<file path="src/rtl/pipe_stage_skid.sv">
// pipe_stage_skid: IF/ID-class pipeline register with valid/ready, hazard stall and flush.
// Define PIPE_STAGE_SKID_EN to add the skid entry (level up to 2, in_ready free of out_ready).
module pipe_stage_skid #(
  parameter int unsigned     IR_W   = 32,
  parameter int unsigned     PC_W   = 32,
  parameter logic [IR_W-1:0] NOP_IR = '0
) (
  input  logic            clk,
  input  logic            rst,
  input  logic            stall,
  input  logic            flush,
  input  logic            in_valid,
  output logic            in_ready,
  input  logic [IR_W-1:0] ir_in,
  input  logic [PC_W-1:0] pc_in,
  output logic            out_valid,
  input  logic            out_ready,
  output logic [IR_W-1:0] ir_out,
  output logic [PC_W-1:0] pc_out,
  output logic [1:0]      level
);

  typedef enum logic [1:0] {
    ST_EMPTY = 2'd0,
    ST_HALF  = 2'd1,
    ST_FULL  = 2'd2
  } state_e;

  state_e          state_q, state_d;
  logic            out_valid_q, out_valid_d;
  logic [IR_W-1:0] m_ir_q, m_ir_d;
  logic [PC_W-1:0] m_pc_q, m_pc_d;
`ifdef PIPE_STAGE_SKID_EN
  logic [IR_W-1:0] s_ir_q, s_ir_d;
  logic [PC_W-1:0] s_pc_q, s_pc_d;
`endif

  logic acc;
  logic pop;

`ifdef PIPE_STAGE_SKID_EN
  // Ready depends only on held state, stall and flush: no path from out_ready.
  assign in_ready = ~flush & ~stall & (state_q != ST_FULL);
`else
  assign in_ready = ~flush & ~stall & (~out_valid_q | out_ready);
`endif

  assign acc = in_valid & in_ready;
  assign pop = out_valid_q & out_ready & ~stall;

  // Main entry is reloaded with the bubble whenever the stage empties.
  assign out_valid = out_valid_q;
  assign ir_out    = m_ir_q;
  assign pc_out    = m_pc_q;
  assign level     = 2'(state_q);

  // Next-state and datapath selection.
  always_comb begin
    state_d = state_q;
    m_ir_d  = m_ir_q;
    m_pc_d  = m_pc_q;
`ifdef PIPE_STAGE_SKID_EN
    s_ir_d  = s_ir_q;
    s_pc_d  = s_pc_q;
`endif
    if (flush) begin
      state_d = ST_EMPTY;
      m_ir_d  = NOP_IR;
      m_pc_d  = '0;
    end else begin
      unique case (state_q)
        ST_EMPTY: begin
          if (acc) begin
            state_d = ST_HALF;
            m_ir_d  = ir_in;
            m_pc_d  = pc_in;
          end
        end
        ST_HALF: begin
          if (acc && pop) begin
            m_ir_d = ir_in;
            m_pc_d = pc_in;
`ifdef PIPE_STAGE_SKID_EN
          end else if (acc) begin
            state_d = ST_FULL;
            s_ir_d  = ir_in;
            s_pc_d  = pc_in;
`endif
          end else if (pop) begin
            state_d = ST_EMPTY;
            m_ir_d  = NOP_IR;
            m_pc_d  = '0;
          end
        end
`ifdef PIPE_STAGE_SKID_EN
        ST_FULL: begin
          if (pop) begin
            state_d = ST_HALF;
            m_ir_d  = s_ir_q;
            m_pc_d  = s_pc_q;
          end
        end
`endif
        default: begin
          state_d = ST_EMPTY;
          m_ir_d  = NOP_IR;
          m_pc_d  = '0;
        end
      endcase
    end
    out_valid_d = (state_d != ST_EMPTY);
  end

  // State and entry registers.
  always_ff @(posedge clk or negedge rst) begin
    if (!rst) begin
      state_q     <= ST_EMPTY;
      out_valid_q <= 1'b0;
      m_ir_q      <= NOP_IR;
      m_pc_q      <= '0;
`ifdef PIPE_STAGE_SKID_EN
      s_ir_q      <= '0;
      s_pc_q      <= '0;
`endif
    end else begin
      state_q     <= state_d;
      out_valid_q <= out_valid_d;
      m_ir_q      <= m_ir_d;
      m_pc_q      <= m_pc_d;
`ifdef PIPE_STAGE_SKID_EN
      s_ir_q      <= s_ir_d;
      s_pc_q      <= s_pc_d;
`endif
    end
  end

endmodule

</file>
<file path="config.mk">
export PLATFORM = sky130hd
export DESIGN_NAME = pipe_stage_skid
export DESIGN_NICKNAME = d
export VERILOG_FILES = /design/src/rtl/pipe_stage_skid.sv
export SDC_FILE = /design/constraint.sdc
export NUM_CORES = 1
export LEC_CHECK = 0
export ABC_AREA = 1
export CAP_MARGIN = 20
export CORE_MARGIN = 2
export CORE_UTILIZATION = 29
export DETAILED_ROUTE_END_ITERATION = 16
export SLEW_MARGIN = 20
export SYNTH_ARGS = -nofsm -noshare
export SYNTH_HDL_FRONTEND = slang
export SYNTH_SLANG_ARGS = --single-unit
</file>
<file path="constraint.sdc">
create_clock -name clk -period 2.85 [get_ports clk]
set_input_delay 0.7125 -clock clk [delete_from_list [all_inputs] [get_ports clk]]
set_output_delay 0.7125 -clock clk [all_outputs]
set_load 0.03 [all_outputs]
</file>
After elaboration in Yosys (flattened, before gate mapping)
Cells that the tools add are included.

cells by class
  shift-type cells = 0
  mux-type cells = 14
  multiply operators = 0
  reductions and logical operators = 4
  eq/ne operators = 3
  $add $sub $neg = 0
  order comparisons = 0
  bitwise operators = 9
  div/mod/pow operators = 0

operators by type and width
  cell                                                              number
  32-bit two-way mux                                                7
  32-bit one-hot mux with 2 select lines                            2
  2-bit two-way mux                                                 4
  1-bit bitwise AND                                                 5
  4-bit inequality test (second input constant)                     1
  2-bit one-hot mux with 2 select lines                             1
  3-bit inequality test (second input constant)                     1
  1-bit inverter                                                    3
  2-bit by 1-bit == test with 1-bit output (second input constant)  1
  2-bit zero test                                                   1
  2-bit AND reduction                                               1
  2-bit nonzero test                                                1
  1-bit logical AND                                                 1
  1-bit OR                                                          1

word-level totals
  word-level logic and storage cells = 34
  input port bits = 70
  RAM bits = 0
  ROM bits = 0
  bits in latches = 0
  memories = 0
  flip-flop bits (word level) = 67
  output and inout port bits = 68

Longest topological paths before layout
  word-level depth = 9
  mapped depth = 8
  mapped depth without buffers = 6

Least setup slack after synthesis
OpenSTA, ideal clock, no wires.

  kind = input port to output port
  start point = in flush
  end point = out in_ready
  setup slack = 0.990 ns
  stages on the path = 3
  path buffers = 0
  data required time = 2.138 ns
  data arrival time = 1.148 ns
  path through = nor2_1 nand2_1 inv_1

on the way
  cells in the longest elaborated chain, start to end = 3

ends and longest elaborated chain
  item                             line  source
  start: declaration               11    input logic flush,
  1-bit inverter                   45    assign in_ready = ~flush & ~stall & (~out_valid_q | out_ready);
  1-bit bitwise AND (2 in series)  45
  end: declaration                 13    output logic in_ready,

Every way passes these cells.

Worst setup path after layout
Same ends and word-level chain as after synthesis.

==> flow_summary_export.csv <==
group,metric,value,unit
placement,hpwl,5510,um
clock_network,htree_levels,3,
clock_network,clock_latency,340,ps
clock_network,ctsLongestPathBuffers,2,
sta,fin_crit,2520,ps
routing,postRouteAntennaNets,0,
global_route,grt_pass1_wl,14200,um
setup_path,rrSetupSlack,1330,ps
routing,vias,2781,
final_layout,final_common_cell,"clkdlybuf4s50_1",
clock_network,clock-sinks,67,
setup_path,cp.arrival,1810,ps
placement,place_ws,334,ps
sta,drv_slew,0,
die,initial_core_util,29.8,%
sta,finalSetupViolCount,0,
setup_path,setup.worst_path.class,"in2out",
yosys,syn_inst,312,
sta,worstMarginPinSlew,701,ps
final_layout,fillers,949,
clock_network,cts_setup_buffers,0,
clock_network,cts_resized,0,
yosys,ys_seq_elements,67,
yosys,syn_area,2920,sq um
pwr,peakVddDrop,179,uV
setup_path,worst_setup_path_start_kind,"input pin",
die,die_height,104,um
final_layout,layoutNonFillerInstCount,573,
die,core.rowCount,36,
min_path,hold_class,"in2async",
pwr,clkPwrFrac,38.0,%
global_route,antenna_found_initial,0,
final_layout,drive_above_1_share,7.50,%
pwr,swShare,25.5,%
pwr,power.density,435,nW/um^2
die,die_x,104,um
global_route,grt_pass1_vias,2814,
final_layout,area_growth,57.9,%
sta,fmax,0.396,GHz
sta,rsz0062_at_grt,"no",
pwr,pwr-share-comb,13.4,%
pwr,power.switching,0.000510,W
routing,dr.pass1.iters,4,
setup_path,required,2140,ps
pwr,p_seq_share,48.5,%
sta,max-slew-margin-rel,53.3,%
pwr,internal_power,0.00149,W
setup_path,r2r-start,"out_valid$_DFF_PN0_",
placement,port_buffers,137,
setup_path,critical_path.max_fanout,2,
global_route,grt.total_usage,16.0,%
placement,place_inst,557,
setup_path,crit_path_end_kind,"primary output",
sta,finalHoldViolCount,0,
final_layout,final_util,47.1,%
routing,vias_per_cell,4.85,
yosys,syn-num-nets,382,
yosys,yosysSeqAreaShare,57.5,%
routing,drt_wl_total,8700,um
global_route,grt_max_degree,67,
clock_network,cts_root_buffer,"clkbuf_8",
pwr,p_total,0.00200,W
clock_network,path_clk_slew,70,ps
die,coreArea,9770,sq um
final_layout,mostFrequentLayoutCells,"clkdlybuf4s50_1, nand2_1, dfrtp_1",
pwr,leakagePower,2.16,nW
routing,drc,0,
placement,gp_congestion,0.802,
die,io_pins,138,
clock_network,tritoncts,"built",
final_layout,diodes,0,
die,die_area,10900,sq um
yosys,syn_area_per_cell,9.34,sq um
sta,finalSetupTns,0,ps
setup_path,r2r-end,"ir_out[19]$_DFFE_PN0P_",
routing,wire_per_inst,15.2,um
routing,drt_iter0_drc,116,
yosys,ys_types,16,
status,outcome,"completed",
setup_path,rr_worst_depth,5,
clock_network,cts_hold_buf,0,
clock_network,cts_buffers,9,
sta,period_share,88.5,%
sta,timing.final.ws_setup,327,ps
run,cap_violations,0,
yosys,yosys_warnings,0,
sta,fin_skew,9.51,ps
final_layout,final_nets,505,
global_route,grt_overflow,0,
[area by class of cell]
class                   instances  area, sq um  share of cell area [%]
clock buffers                   9          124                    2.69
clock inverters                 7         68.8                    1.49
inverters                       7         26.3                   0.571
multi-input cells             205         1060                    22.9
flip-flops and latches         67         1680                    36.4
well taps                     133          166                    3.61
repair buffers                145         1490                    32.3
[how the worst max path moves through the flow]
stage | start | end | slack [ps] | depth (start not counted)
2_1_floorplan | flush | in_ready | 990 | 3
3_3_place_gp | flush | in_ready | 360 | 5
3_5_place_dp | flush | in_ready | 330 | 5
4_1_cts | flush | in_ready | 330 | 5
5_1_grt | flush | in_ready | 260 | 5
6_report | flush | in_ready | 330 | 5
[critical path, stage by stage]
cell and delay [ps]:
clkdlybuf4s50_1 460, nor2_1 260, nand2_1 150, inv_1 80
buf_4 150
[synth_stat cells]
cell type	number	area (sq um)
nand2_1	68	255
dfrtp_1	67	1680
nand3_1	65	325
nand4_1	65	407
buf_2	21	105
clkbuf_1	5	18.8
buf_4	4	30.0
inv_1	4	15.0
inv_2	3	11.3
a21boi_1	2	15.0
buf_6	2	22.5
nor2_1	2	7.51
buf_1	1	3.75
conb_1	1	3.75
nand4_2	1	12.5
nor2_2	1	6.26
[state kept, by name, indices dropped and copies added (netlist names)]
signal	flops
ir_out	32
level	2
out_valid	1
pc_out	32
[per-stage QoR]
step,instance area [sq um],hold WS (ps)
6_report,4600,253
5_1_grt,4600,256
4_1_cts,4600,242
3_5_place_dp,4410,486
3_3_place_gp,4410,479
2_1_floorplan,2920,417
[cell families after synthesis]
group,synth area share (%)
buf+inv,7.08
other cells,0.129
simple gates,34.8
flops,57.5
compound gates,0.515
[per-layer routing]
metal	up-vias	wire length (um)	GRT usage [%]
met5	-	0	0
met1	1327	3870	20.7
met4	0	97	4.73
li1	1353	-	-
met2	90	4230	26.3
met3	11	505	4.51
[power by group through the flow]
| stage | sequential (W) | combinational, W | clock [W] |
|---|---|---|---|
| after detailed placement | 0.000991 | 0.000272 | 0 |
| after floorplan | 0.00102 | 0.0000726 | 0 |
| final | 0.000973 | 0.000269 | 0.000762 |
| after global placement | 0.000991 | 0.000272 | 0 |
| after CTS | 0.000972 | 0.000273 | 0.000793 |
| after global routing | 0.000974 | 0.000290 | 0.000827 |
No activity file was read; power rests on OpenSTA's default activity.
